File: src/rtl/if_prefetch_queue_pkg.sv
// Package for the instruction prefetch queue.
// Contents: data/address widths, default reset PC, the NOP encoding, the fetch
// FSM state type and the packed FIFO entry {pc, inst}.
// Optional feature macro used by the top: IFQ_BYPASS_EN.
package if_prefetch_queue_pkg;

    localparam int INST_W = 32;
    localparam int ADDR_W = 32;

    localparam logic [ADDR_W-1:0] RESET_PC_DEFAULT = 32'h0000_0000;
    localparam logic [INST_W-1:0] NOP              = 32'h0000_0000;

    typedef enum logic {
        ST_IDLE = 1'b0,
        ST_REQ  = 1'b1
    } fetch_state_t;

    typedef struct packed {
        logic [ADDR_W-1:0] pc;
        logic [INST_W-1:0] inst;
    } ifq_entry_t;

endpackage

File: src/rtl/if_prefetch_queue_if.sv
// Bus bundle between the prefetch queue, the instruction memory and IF/ID.
// Ports (master = prefetch queue view):
//   out: imem_req, imem_addr, inst_valid, inst, inst_pc, inst_pc4
//   in : imem_ack, imem_rdata, redirect, redirect_pc, inst_ready
// Handshakes:
//   imem: imem_req/imem_addr are held stable until imem_ack; a cycle with
//         imem_req && imem_ack completes the transfer (ack may be same cycle).
//         imem_ack while imem_req is low carries no meaning.
//   IF  : inst_valid && inst_ready transfers the head word; inst/inst_pc/
//         inst_pc4 are meaningful only while inst_valid is high.
interface if_prefetch_queue_if;
    import if_prefetch_queue_pkg::*;

    logic              imem_req;
    logic [ADDR_W-1:0] imem_addr;
    logic              imem_ack;
    logic [INST_W-1:0] imem_rdata;
    logic              redirect;
    logic [ADDR_W-1:0] redirect_pc;
    logic              inst_ready;
    logic              inst_valid;
    logic [INST_W-1:0] inst;
    logic [ADDR_W-1:0] inst_pc;
    logic [ADDR_W-1:0] inst_pc4;

    modport master (
        output imem_req, imem_addr, inst_valid, inst, inst_pc, inst_pc4,
        input  imem_ack, imem_rdata, redirect, redirect_pc, inst_ready
    );

    modport slave (
        input  imem_req, imem_addr, inst_valid, inst, inst_pc, inst_pc4,
        output imem_ack, imem_rdata, redirect, redirect_pc, inst_ready
    );

endinterface

File: src/rtl/if_prefetch_queue_fifo.sv
// Synchronous FIFO holding prefetched {pc, inst} entries.
// Ports: clk, rst_n (async active-low), push/pop/clear, wdata -> rdata (head),
//        count (occupancy), full, empty.
// clear has priority over push/pop. The caller never pushes when full nor
// pops when empty.
module if_prefetch_queue_fifo #(
    parameter int DEPTH = 4,
    parameter int W     = 64
) (
    input  logic                   clk,
    input  logic                   rst_n,
    input  logic                   push,
    input  logic                   pop,
    input  logic                   clear,
    input  logic [W-1:0]           wdata,
    output logic [W-1:0]           rdata,
    output logic [$clog2(DEPTH):0] count,
    output logic                   full,
    output logic                   empty
);
    localparam int AW = $clog2(DEPTH);

    logic [W-1:0]  mem [DEPTH];
    logic [AW-1:0] wr_ptr;
    logic [AW-1:0] rd_ptr;
    logic [AW:0]   cnt;

    always_ff @(posedge clk or negedge rst_n) begin
        if (!rst_n) begin
            wr_ptr <= '0;
            rd_ptr <= '0;
            cnt    <= '0;
            for (int i = 0; i < DEPTH; i++) mem[i] <= '0;
        end else if (clear) begin
            wr_ptr <= '0;
            rd_ptr <= '0;
            cnt    <= '0;
        end else begin
            if (push) begin
                mem[wr_ptr] <= wdata;
                wr_ptr      <= wr_ptr + 1'b1;
            end
            if (pop) rd_ptr <= rd_ptr + 1'b1;
            case ({push, pop})
                2'b10:   cnt <= cnt + 1'b1;
                2'b01:   cnt <= cnt - 1'b1;
                default: cnt <= cnt;
            endcase
        end
    end

    assign rdata = mem[rd_ptr];
    assign count = cnt;
    assign full  = (cnt == (AW+1)'(DEPTH));
    assign empty = (cnt == '0);

endmodule

File: src/rtl/if_prefetch_queue.sv
// Instruction prefetch queue feeding the IF stage.
// Fetches sequential words from a variable-latency instruction memory (one
// request outstanding), buffers them in a DEPTH-entry FIFO and presents
// {inst, inst_pc, inst_pc4} to IF. A redirect from ID flushes the queue and
// restarts fetching at redirect_pc; a request already in flight is completed
// and its data discarded (drop flag).
// Ports: Clock, Resetn (async active-low), bus (if_prefetch_queue_if.master),
//        dbg_state (fetch FSM state).
// Macro: IFQ_BYPASS_EN - when defined, an ack arriving with the queue empty is
//        presented to IF in the same cycle (consumed directly if inst_ready).
module if_prefetch_queue
    import if_prefetch_queue_pkg::*;
#(
    parameter int                DEPTH    = 4,
    parameter logic [ADDR_W-1:0] RESET_PC = RESET_PC_DEFAULT
) (
    input  logic                 Clock,
    input  logic                 Resetn,
    if_prefetch_queue_if.master  bus,
    output fetch_state_t         dbg_state
);
    localparam int            CW      = $clog2(DEPTH) + 1;
    localparam logic [CW-1:0] DEPTH_C = CW'(DEPTH);

    fetch_state_t      state;
    logic              req_q;
    logic [ADDR_W-1:0] addr_q;
    logic [ADDR_W-1:0] fetch_pc;
    logic [ADDR_W-1:0] fetch_pc_next;
    logic              drop;
    logic              drop_next;

    logic [CW-1:0]     fifo_count;
    logic [CW-1:0]     count_next;
    logic              fifo_full;
    logic              fifo_empty;
    logic [$bits(ifq_entry_t)-1:0] fifo_rdata;
    ifq_entry_t        head;
    ifq_entry_t        wr_entry;

    logic ack_valid, accept, byp, valid_int, deq, q_push, q_pop, room;

    always_comb begin
        ack_valid = req_q & bus.imem_ack;
        // Redirect kills any same-cycle ack; drop kills the ack of a request
        // that was issued before an earlier redirect.
        accept    = ack_valid & ~drop & ~bus.redirect;
`ifdef IFQ_BYPASS_EN
        byp       = accept & fifo_empty;
`else
        byp       = 1'b0;
`endif
        valid_int = ~fifo_empty | byp;
        deq       = valid_int & bus.inst_ready & ~bus.redirect;
        q_pop     = deq & ~fifo_empty;
        q_push    = accept & ~fifo_full & ~(byp & bus.inst_ready);
        count_next = bus.redirect ? '0
                                  : fifo_count + CW'(q_push) - CW'(q_pop);
        room      = (count_next < DEPTH_C);
        if (bus.redirect)  fetch_pc_next = bus.redirect_pc;
        else if (accept)   fetch_pc_next = fetch_pc + 32'd4;
        else               fetch_pc_next = fetch_pc;
        // drop lives only while the orphaned request is still waiting.
        drop_next = req_q & ~bus.imem_ack & (drop | bus.redirect);
        wr_entry  = '{pc: fetch_pc, inst: bus.imem_rdata};
        head      = ifq_entry_t'(fifo_rdata);
    end

    always_ff @(posedge Clock or negedge Resetn) begin
        if (!Resetn) begin
            state    <= ST_IDLE;
            req_q    <= 1'b0;
            addr_q   <= RESET_PC;
            fetch_pc <= RESET_PC;
            drop     <= 1'b0;
        end else begin
            fetch_pc <= fetch_pc_next;
            drop     <= drop_next;
            case (state)
                ST_IDLE: begin
                    if (room && !bus.redirect) begin
                        state  <= ST_REQ;
                        req_q  <= 1'b1;
                        addr_q <= fetch_pc_next;
                    end
                end
                ST_REQ: begin
                    // Address is held until the ack; then either chain the
                    // next request or rest while the queue is full.
                    if (bus.imem_ack) begin
                        if (room) begin
                            addr_q <= fetch_pc_next;
                        end else begin
                            state <= ST_IDLE;
                            req_q <= 1'b0;
                        end
                    end
                end
                default: begin
                    state <= ST_IDLE;
                    req_q <= 1'b0;
                end
            endcase
        end
    end

    if_prefetch_queue_fifo #(
        .DEPTH (DEPTH),
        .W     ($bits(ifq_entry_t))
    ) u_fifo (
        .clk   (Clock),
        .rst_n (Resetn),
        .push  (q_push),
        .pop   (q_pop),
        .clear (bus.redirect),
        .wdata (wr_entry),
        .rdata (fifo_rdata),
        .count (fifo_count),
        .full  (fifo_full),
        .empty (fifo_empty)
    );

    always_comb begin
        bus.inst     = NOP;
        bus.inst_pc  = '0;
        bus.inst_pc4 = '0;
        if (byp) begin
            bus.inst     = bus.imem_rdata;
            bus.inst_pc  = addr_q;
            bus.inst_pc4 = addr_q + 32'd4;
        end else if (!fifo_empty) begin
            bus.inst     = head.inst;
            bus.inst_pc  = head.pc;
            bus.inst_pc4 = head.pc + 32'd4;
        end
    end

    assign bus.inst_valid = valid_int;
    assign bus.imem_req   = req_q;
    assign bus.imem_addr  = addr_q;
    assign dbg_state      = state;

endmodule

File: src/flat_wrapper.sv
// flat-port wrapper written by rule: the top's interface ports become plain ports
module if_prefetch_queue_flat import if_prefetch_queue_pkg::*;
#(
    parameter int                DEPTH    = 4,
    parameter logic [ADDR_W-1:0] RESET_PC = RESET_PC_DEFAULT
)
  (Clock, Resetn, dbg_state, bus_imem_req, bus_imem_addr, bus_inst_valid, bus_inst, bus_inst_pc, bus_inst_pc4, bus_imem_ack, bus_imem_rdata, bus_redirect, bus_redirect_pc, bus_inst_ready);
  if_prefetch_queue_if bus_i ();
  input  logic Clock;
  input  logic Resetn;
  output fetch_state_t dbg_state;
  output wire logic [$bits(bus_i.imem_req)-1:0] bus_imem_req;
  output wire logic [$bits(bus_i.imem_addr)-1:0] bus_imem_addr;
  output wire logic [$bits(bus_i.inst_valid)-1:0] bus_inst_valid;
  output wire logic [$bits(bus_i.inst)-1:0] bus_inst;
  output wire logic [$bits(bus_i.inst_pc)-1:0] bus_inst_pc;
  output wire logic [$bits(bus_i.inst_pc4)-1:0] bus_inst_pc4;
  input wire logic [$bits(bus_i.imem_ack)-1:0] bus_imem_ack;
  input wire logic [$bits(bus_i.imem_rdata)-1:0] bus_imem_rdata;
  input wire logic [$bits(bus_i.redirect)-1:0] bus_redirect;
  input wire logic [$bits(bus_i.redirect_pc)-1:0] bus_redirect_pc;
  input wire logic [$bits(bus_i.inst_ready)-1:0] bus_inst_ready;
  assign bus_imem_req = bus_i.imem_req;
  assign bus_imem_addr = bus_i.imem_addr;
  assign bus_inst_valid = bus_i.inst_valid;
  assign bus_inst = bus_i.inst;
  assign bus_inst_pc = bus_i.inst_pc;
  assign bus_inst_pc4 = bus_i.inst_pc4;
  assign bus_i.imem_ack = bus_imem_ack;
  assign bus_i.imem_rdata = bus_imem_rdata;
  assign bus_i.redirect = bus_redirect;
  assign bus_i.redirect_pc = bus_redirect_pc;
  assign bus_i.inst_ready = bus_inst_ready;
  if_prefetch_queue #(.DEPTH(DEPTH), .RESET_PC(RESET_PC)) u_core (.Clock(Clock), .Resetn(Resetn), .bus(bus_i), .dbg_state(dbg_state));
endmodule
File: config.mk
export PLATFORM = sky130hd
export DESIGN_NAME = if_prefetch_queue_flat
export DESIGN_NICKNAME = d
export VERILOG_FILES = /design/src/rtl/if_prefetch_queue_pkg.sv /design/src/rtl/if_prefetch_queue_if.sv /design/src/rtl/if_prefetch_queue_fifo.sv /design/src/rtl/if_prefetch_queue.sv /design/src/flat_wrapper.sv
export SDC_FILE = /design/constraint.sdc
export NUM_CORES = 1
export LEC_CHECK = 0
export CORE_UTILIZATION = 40
export CTS_CLUSTER_DIAMETER = 100
export DETAILED_ROUTE_END_ITERATION = 10
export PLACE_DENSITY = 0.64
export SYNTH_ARGS = -nofsm -noshare
export SYNTH_HDL_FRONTEND = slang
export SYNTH_SLANG_ARGS = --single-unit
File: constraint.sdc
create_clock -name Clock -period 3.1 [get_ports Clock]
set_input_delay 0.31 -clock Clock [delete_from_list [all_inputs] [get_ports Clock]]
set_output_delay 0.31 -clock Clock [all_outputs]
set_load 0.02 [all_outputs]
# == After elaboration in Yosys (flattened, before gate mapping) ==
# Cells that the tools add are included.
# classes
n_addsub,8
magnitude_cmp,4
n_eq_ne,7
n_mux,30
n_bitwise,18
n_reduce_logical,10
# op_table
operator,n
bitwise mux 256 bit,1
2-to-1 mux 32 bit,8
2-to-1 mux 64 bit,3
binary-select mux 64 bit (select 2 bit),1
demux 64 bit (select 2 bit),1
adder 32 x 3 -> 32 bit (second input constant),2
case mux 32 bit (2 select lines),1
bitwise AND 1 bit,9
2-to-1 mux 2 bit,4
greater-or-equal comparator 3 bit (second input constant),2
2-to-1 mux 1 bit,6
2-to-1 mux 3 bit,2
inequality test 2 bit (second input constant),3
NOT 1 bit,6
NOT 2 -> 3 bit,2
case mux 3 bit (2 select lines),1
AND reduction 3 bit,2
adder 2 x 1 -> 2 bit (second input constant),2
case mux 1 bit (2 select lines),2
nonzero test 2 bit,2
adder 3 x 1 -> 3 bit,1
adder 3 x 1 -> 3 bit (second input constant),1
equality test 3 bit (second input constant),1
logical NOT 3 bit,1
12 further kinds,13
# totals
regBits,330
inputBits,69
out_inout_bits,131
word_cells,89

# == Longest topological paths before layout ==
# Gate-level depths: netlist of the first run.
# depth
depth_word,11
depth_mapped,16
ltp_nobuf,13

# == By module ==
# A second synthesis of the first run with hierarchy kept.
# hier_totals
cells_unflattened,1192
hier_area_um2,17392.9
# modules_own_cells
mod,n_inst,cells_per_inst,area_per_inst_um2,seq_area_each_um2
if_prefetch_queue_fifo,1,658,12719.7,6581.3
if_prefetch_queue,1,534,4673.2,1676.6

# == Worst setup path before layout of the first run ==
# OpenSTA, ideal clock, no wires.
# synth_timing
kind,input port to flip-flop
startpoint,in bus_redirect
endpoint,"reg u_core.addr_q[18], in the netlist u_core.bus.imem_addr[18]"
setup_ns,0.125
arrival_ns,3.240
required_ns,2.975
setup_slack_ns,-0.265
stages,15
n_path_buf,5
cell_sequence,clkbuf_1 and4bb_2 buf_2 a21boi_0 buf_2 inv_1 ha_1 inv_1 ha_1 a31oi_1 xnor2_1 o21ai_0 clkbuf_1 buf_2 mux2_2
# synth_via
elab_chain_len,10
word_cells_on_any_way,20
classes_between,2 x add/sub; 1 x order compare; 2 x eq/ne; 7 x mux; 5 x bitwise; 3 x reduce/logical
# synth_lines
item,line,text
from (decl),flat_wrapper.sv:20,input wire logic [$bits(bus_i.redirect)-1:0] bus_redirect;
NOT 1 bit (no line),n/a,
bitwise AND 1 bit,if_prefetch_queue.sv:47,accept = ack_valid & ~drop & ~bus.redirect;
bitwise AND 1 bit,if_prefetch_queue.sv:56,q_push = accept & ~fifo_full & ~(byp & bus.inst_ready);
adder 3 x 1 -> 3 bit,if_prefetch_queue.sv:58,: fifo_count + CW'(q_push) - CW'(q_pop);
subtractor 3 x 1 -> 3 bit,if_prefetch_queue.sv:58,
2-to-1 mux 3 bit,if_prefetch_queue.sv:57,count_next = bus.redirect ? '0
less-than comparator 3 bit,if_prefetch_queue.sv:59,room = (count_next < DEPTH_C);
logical AND 1 bit,if_prefetch_queue.sv:81,if (room && !bus.redirect) begin
inequality test 2 x 1 -> 1 bit (no line),n/a,
AND reduction 3 bit (no line),n/a,
to (signal assigned),if_prefetch_queue.sv:84,addr_q <= fetch_pc_next;
to (signal assigned),if_prefetch_queue.sv:92,addr_q <= fetch_pc_next;
to (decl),if_prefetch_queue.sv:27,logic [ADDR_W-1:0] addr_q;
# Parallel ways exist; a longest one is shown, timed or not. The select of a mux whose other input is x is not followed.
# A chain may end at the register's enable or synchronous reset.

# == Worst setup path after layout of the first run ==
# layout_timing
startpoint,reg u_core.u_fifo.rd_ptr[0]
endpoint,out bus_inst_pc4[24]
# layout_via
elab_chain_len,6
# layout_lines
item,line,text
from (decl),if_prefetch_queue_fifo.sv:25,logic [AW-1:0] rd_ptr;
from (signal assigned),if_prefetch_queue_fifo.sv:43,if (pop) rd_ptr <= rd_ptr + 1'b1;
NOT 2 -> 3 bit (not written as such),if_prefetch_queue_fifo.sv:52,assign rdata = mem[rd_ptr];
binary-select mux 64 bit (select 2 bit),if_prefetch_queue_fifo.sv:52,
2-to-1 mux 64 bit (not written as such) (2 in series),if_prefetch_queue_fifo.sv:52,
adder 32 x 3 -> 32 bit,if_prefetch_queue.sv:134,bus.inst_pc4 = head.pc + 32'd4;
2-to-1 mux 32 bit,if_prefetch_queue.sv:131,end else if (!fifo_empty) begin
to (decl),flat_wrapper.sv:17,output wire logic [$bits(bus_i.inst_pc4)-1:0] bus_inst_pc4;
# No other way between the ends. The select of a mux whose other input is x is not followed.

==> metrics.md, run 1 <==
| Metric | Value |
|---|---|
| Worst setup SP type | `register` |
| Failing checks | `negative setup slack` |
| Pin count of the biggest net entering global routing | `92` |
| Residual DRC count | `0` |
| Post-synth EDFFs | `0` |
| Final min period | `3.220 ns` |
| Clock transition at path regs | `0.06 ns` |
| Final hold slack | `0.3173 ns` |
| Dominant cells by area after synthesis | `dfrtp_1, mux2_2, mux4_2` |
| First-pass GRT wire length | `62980 um` |
| Slew @ Worst Pin | `0.7297 ns` |
| Cell area after layout | `20250 um^2` |
| Final #Nets | `1522` |
| Final wirelength | `38840 um` |
| Critical path data required time | `2.79 ns` |
| Fin Clk Skew | `0.01758 ns` |
| Starting Density | `0.4075` |
| Total of max-cap violations | `0` |
| Cells on Worst Hold Path | `3` |
| GR Overflow Total | `0` |
| YS warnings | `0` |
| Detail Placement HPWL | `26150 um` |
| N_diodes | `0` |
| Endpoints failing setup | `11` |
| Vias | `10340` |
| Core footprint | `38830 um^2` |
| DR vias/cell | `5.204` |
| R2r startpoint | `u_core.u_fifo.count[0]$_DFFE_PN0P_` |
| Area of the multi-input gates | `7223 um^2` |
| Max-Slew Margin vs Limit | `0.5135` |
| RSZ-0062 raised after global routing | `true` |
| Share of layout cells above drive strength 1 | `0.3669` |
| Synth Flop Type | `dfrtp_1` |
| Cts bufs inserted | `38` |
| Top Ports | `200` |
| Seq. cell area | `8265 um^2` |
| Initial antenna violation count | `0` |
| DRT iter0 DRCs | `456` |
| Critical path endpoint category | `primary output` |
| Layout area overhead | `27.96%` |
| Fmax | `0.3105 GHz` |
| CP arrival | `2.91 ns` |
| Clock Root Buffer | `clkbuf_16` |
| Post-Synthesis Cells | `1191` |
| Antenna-violating nets left | `0` |
| Worst-Skew Late Latency | `0.54 ns` |
| Fin. Hold Viols | `0` |
| Leakage | `9.357 nW` |
| Worst vdd ir | `0.4017 mV` |
| GR Util All Layers | `0.1972` |
| Die Wd | `200.9 um` |
| Async set-reset flop share out of synthesis | `1.000` |
| Flop-to-flop setup slack | `0.26 ns` |
| Die height | `200.9 um` |
| PortBufs | `199` |
| Worst Reg2Reg Path Length in Cells | `14` |
| CTS tree | `done` |
| Hold_sp | `bus_redirect` |
| Cell Area, Synth | `15820 um^2` |
| Post-Syn Nets | `1270` |
| Post-synthesis register bit count | `330` |
| Die area | `40350 um^2` |
| Number of global-route vias before repair | `11065` |
| Placed cell area | `18840 um^2` |
| Power per cell area | `731.4 nW/um^2` |
| Seq/Total Area, Yosys | `0.5219` |
| Hold path endpoint | `u_core.u_fifo.rd_ptr[1]$_DFFE_PN0P_` |
| Final period util | `1.039` |
| GP Congestion | `0.8571` |
| Worst hold path class | `in -> reg` |
| Setup ws final | `-0.1201 ns` |
| Pins Over Slew Limit | `0` |
| Yosys top cell area share | `0.5219` |
| # rows | `72` |
| Routed len/inst | `19.55 um` |
| Syn avg cell area | `13.28 um^2` |
| Clock buffer depth | `3` |
| Worst r2r dst | `u_core.bus.imem_addr[26]$_DFFE_PN0P_` |
| Detailed Routing Iterations Pass 1 | `6` |
| Layout fillers | `3292` |
| Setup CP Type | `reg -> out` |
| Most frequent cells in the layout | `dfrtp_1, mux2_2, clkdlybuf4s50_1` |
| CP max FO | `6` |
| H-tree depth | `2` |
| Most common cell after layout, fill and taps aside | `dfrtp_1` |
| Status | `complete, but fails checks` |
| Synth unique cells | `48` |
| Largest area contributor in the netlist | `dfrtp_1` |
| Sink Count | `330` |
## worst max-delay path by stage
stage                                              startpoint                                    to  depth (start not counted)
after detailed placement  u_core.u_fifo.rd_ptr[0]$_DFFE_PN0P_                      bus_inst_pc4[24]                          9
after global placement    u_core.u_fifo.rd_ptr[0]$_DFFE_PN0P_                      bus_inst_pc4[24]                          9
final                     u_core.u_fifo.rd_ptr[0]$_DFFE_PN0P_                      bus_inst_pc4[24]                          8
after floorplan                                  bus_redirect  u_core.bus.imem_addr[10]$_DFFE_PN0P_                         14
after CTS                 u_core.u_fifo.rd_ptr[0]$_DFFE_PN0P_                      bus_inst_pc4[14]                         10
after global routing      u_core.u_fifo.rd_ptr[0]$_DFFE_PN0P_                      bus_inst_pc4[24]                          8
## layer usage
| layer | routed length, um | track usage | part of all wire | vias up |
|---|---|---|---|---|
| li1 | - | - | - | 4740 |
| met1 | 17680 | 0.2710 | 0.46 | 5321 |
| met2 | 18760 | 0.3217 | 0.48 | 222 |
| met3 | 1357 | 0.03003 | 0.035 | 57 |
| met4 | 1044 | 0.06107 | 0.027 | 0 |
| met5 | 0 | 0 | 0 | - |
## sequential cells by signal (all words and copies together), names as in the netlist
name	cells
u_core.u_fifo.mem	256
u_core.bus.imem_addr	32
u_core.dbg_state	1
u_core.u_fifo.wr_ptr	2
u_core.u_fifo.count	3
u_core.bus.imem_req	1
u_core.fetch_pc	32
u_core.u_fifo.rd_ptr	2
u_core.drop	1
## critical path: stages, from the launching register on
cell and delay (ns):
dfrtp_4 0.56, mux4_2 0.42, ha_4 0.14, and4_4 0.22
nor2b_4 0.20, nand4_2 0.16, or3_4 0.37, a21oi_4 0.17
buf_6 0.13
## cells by family (layout without fill, tap and decap cells)
group | count (synthesis) | after routing | synth area share
buffers and inverters | 94 | 372 | 0.02918
adders and majority gates | 10 | 10 | 0.008383
AOI/OAI and AO/OA | 63 | 63 | 0.02167
DFF | 330 | 330 | 0.5219
and+or+nand+nor | 299 | 299 | 0.09996
xor gates and xnor gates | 60 | 60 | 0.03322
muxes | 335 | 335 | 0.2856
## cells in the mapped netlist (2+ instances only)
master / count
nor3_1: 13
nand3_1: 22
and2_1: 67
o31ai_1: 6
nand4_1: 13
nor2b_1: 9
nand4_4: 3
buf_1: 2
ha_1: 9
mux2_2: 268
dfrtp_1: 330
nor4_1: 12
and3_1: 8
and4_1: 2
nor2_1: 58
o21ai_0: 49
a31oi_1: 2
buf_2: 36
xor2_1: 39
inv_1: 15
mux4_1: 14
a21oi_1: 3
mux2i_1: 5
mux4_2: 47
clkbuf_1: 32
clkbuf_8: 2
xnor2_1: 21
nand2_1: 80
buf_6: 2
buf_4: 3
nor3b_1: 2
## report_power, final
part / switching (mW) / internal (mW)
clock: 1.73 / 2.64
combinational: 2.21 / 2.52
sequential: 0.530 / 5.17
total: 4.47 / 10.3
## through the flow
| stage | power [mW] | util | std cells | setup TNS [ns] | setup slack [ns] |
|---|---|---|---|---|---|
| after floorplan | 8.338 | - | 1191 | 0 | 0.01559 |
| after global placement | 10.28 | 0.4853 | 1911 | -0.02555 | -0.02555 |
| after detailed placement | 10.38 | 0.4853 | 1911 | -0.2105 | -0.09100 |
| after CTS | 14.85 | 0.5156 | 1981 | -0.5722 | -0.1015 |
| after global routing | 15.58 | 0.5214 | 1987 | -3.467 | -0.2027 |
| final | 14.81 | 0.5214 | 1987 | -0.4647 | -0.1201 |
## cell type report
type,instances,area share
Timing Repair Buffer,291,0.1401
Clock inverter,11,0.007478
Multi-Input combinational cell,767,0.3568
Clock buffer,55,0.05259
Sequential cell,330,0.4083
Tap cell,518,0.03201
Inverter,15,0.002781
## what timing repair did
action,4_1_cts,5_1_grt
endpoints found under the hold margin,84,0
resized for setup,135,55
buffers inserted,3,6
hold buffers,1,0
endpoints found under the setup margin,61,56
pin swaps,4,25
cloned,0,1
Power figures use the tool's default switching activity.
==> run 2, diff against run 1 <==
--- a/config.mk
+++ b/config.mk
@@ -8,7 +8,7 @@
 export CORE_UTILIZATION = 40
 export CTS_CLUSTER_DIAMETER = 100
 export DETAILED_ROUTE_END_ITERATION = 10
-export PLACE_DENSITY = 0.64
+export PLACE_DENSITY = 0.62
 export SYNTH_ARGS = -nofsm -noshare
 export SYNTH_HDL_FRONTEND = slang
 export SYNTH_SLANG_ARGS = --single-unit
==> constraint.sdc (replaced) <==
create_clock -name Clock -period 3 [get_ports Clock]
set_input_delay 0.3 -clock Clock [delete_from_list [all_inputs] [get_ports Clock]]
set_output_delay 0.3 -clock Clock [all_outputs]
set_load 0.02 [all_outputs]
==> metrics.md, run 2 (synthesis results as in run 1) <==
| Metric | Value |
|---|---|
| Pin count of the biggest net entering global routing | `79` |
| Routed len/inst | `19.52 um` |
| Detailed Routing Iterations Pass 1 | `4` |
| Power per cell area | `762.7 nW/um^2` |
| Layout area overhead | `28.92%` |
| Clock buffer depth | `3` |
| RSZ-0062 raised after global routing | `true` |
| Clock Root Buffer | `clkbuf_16` |
| Final wirelength | `39090 um` |
| Clock transition at path regs | `0.06 ns` |
| Cts bufs inserted | `38` |
| Die Wd | `200.9 um` |
| CP max FO | `8` |
| Leakage | `9.338 nW` |
| Vias | `10471` |
| Total of max-cap violations | `0` |
| Number of global-route vias before repair | `11033` |
| Die height | `200.9 um` |
| DRT iter0 DRCs | `479` |
| H-tree depth | `2` |
| Worst vdd ir | `0.4433 mV` |
| # rows | `72` |
| Failing checks | `negative setup slack` |
| Share of layout cells above drive strength 1 | `0.3791` |
| Status | `complete, but fails checks` |
| Worst-Skew Late Latency | `0.54 ns` |
| Fin Clk Skew | `0.01168 ns` |
| Residual DRC count | `0` |
| Core footprint | `38830 um^2` |
| Endpoints failing setup | `41` |
| Pins Over Slew Limit | `0` |
| N_diodes | `0` |
| Fmax | `0.3113 GHz` |
| PortBufs | `199` |
| Initial antenna violation count | `0` |
| CP arrival | `2.91 ns` |
| Max-Slew Margin vs Limit | `0.5442` |
| Final hold slack | `0.3372 ns` |
| Max reg flops | `256` |
| CTS tree | `done` |
| GR Util All Layers | `0.1996` |
| Worst setup SP type | `register` |
| First-pass GRT wire length | `63270 um` |
| GR Overflow Total | `0` |
| Setup CP Type | `reg -> out` |
| Final min period | `3.212 ns` |
| GP Congestion | `0.8279` |
| Detail Placement HPWL | `26360 um` |
| Starting Density | `0.4075` |
| Setup ws final | `-0.2124 ns` |
| Final period util | `1.071` |
| Setup TNS | `-3.574 ns` |
| Worst hold path class | `in -> reg` |
| Critical path endpoint category | `primary output` |
| Critical path data required time | `2.70 ns` |
| Sink Count | `330` |
| Final #Nets | `1535` |
| Antenna-violating nets left | `0` |
| Top Ports | `200` |
| Slew @ Worst Pin | `0.6837 ns` |
| Largest reg by FF count | `u_core.u_fifo.mem` |
| Die area | `40350 um^2` |
| Fin. Hold Viols | `0` |
| Most common cell after layout, fill and taps aside | `dfrtp_1` |
| DR vias/cell | `5.228` |
| Most frequent cells in the layout | `dfrtp_1, mux2_2, clkdlybuf4s50_1` |
[run 2: cell count changes in the layout (fill, tap and decap cells not counted), moves of 4 or more]
cell,previous run,this run
buf_12,11,15
buf_4,86,101
buf_6,10,6
clkbuf_2,2,7
clkdlybuf4s50_1,144,139
dlygate4sd2_1,12,23
dlymetal6s2s_1,15,3
[run 2: where the power goes]
group          leakage (nW)  total (mW)  internal (mW)  switching (mW)
Sequential             4.32        5.89           5.35           0.546
Clock                 0.644        4.80           2.97            1.82
Combinational          4.37        4.87           2.59            2.27
[run 2: what timing repair did]
action,CTS,global route
pin swaps,8,9
cloned,1,0
hold buffers,1,0
gates resized for setup,164,44
hold endpoints to repair,69,0
buffers inserted,5,4
endpoints found under the setup margin,74,67
[run 2: path summary, 6_finish.rpt]
check	slack, ns	start	cells after the start	to
worst min register to register	0.48	u_core.u_fifo.mem[61]$_DFFE_PN0P_	2	u_core.u_fifo.mem[61]$_DFFE_PN0P_
worst max register to register	0.23	u_core.u_fifo.count[2]$_DFFE_PN0P_	13	u_core.bus.imem_addr[24]$_DFFE_PN0P_
max in group asynchronous	1.77	Resetn	3	u_core.u_fifo.mem[135]$_DFFE_PN0P_
worst min-delay path	0.34	bus_redirect_pc[2]	3	u_core.fetch_pc[2]$_DFF_PN0_
min in group asynchronous	0.37	Resetn	2	u_core.u_fifo.mem[219]$_DFFE_PN0P_
worst max-delay path	-0.21	u_core.u_fifo.rd_ptr[0]$_DFFE_PN0P_	9	bus_inst_pc4[24]
[run 2: stage by stage]
stage	worst slack (ns)	utilization	power [mW]	std cells	cell area (um^2)
after global routing	-0.3143	0.5253	16.38	2003	20400
final	-0.2124	0.5253	15.56	2003	20400
after CTS	-0.2635	0.5233	15.68	1999	20320
after floorplan	0.01285	-	8.624	1191	15850
after global placement	-0.2205	0.4890	10.66	1923	18990
after detailed placement	-0.2272	0.4890	10.76	1923	18990
[run 2: layout make-up]
cell class	count	area [um^2]
fillers	3354	18430
repair buffers	304	2894
well taps	518	648.1
flip-flops and latches	330	8267
clock inverters	9	122.6
inverters	15	56.30
multi-input cells	767	7222
clock buffers	60	1187
[run 2: critical path, stage by stage, from the launching register on]
cell and delay, ns:
dfrtp_4 0.56, buf_12 0.19, mux4_2 0.36, and4_4 0.22, nor2b_4 0.15, buf_6 0.12
nand4_2 0.11, or3_4 0.36, a21oi_4 0.17, buf_6 0.13
[run 2: routing by layer]
metal / track usage / wire length (um) / share of wire
met5: 0 / 0 / 0
met4: 0.05752 / 830 / 0.021
met3: 0.03604 / 1687 / 0.043
met2: 0.3187 / 18670 / 0.48
met1: 0.2782 / 17910 / 0.46
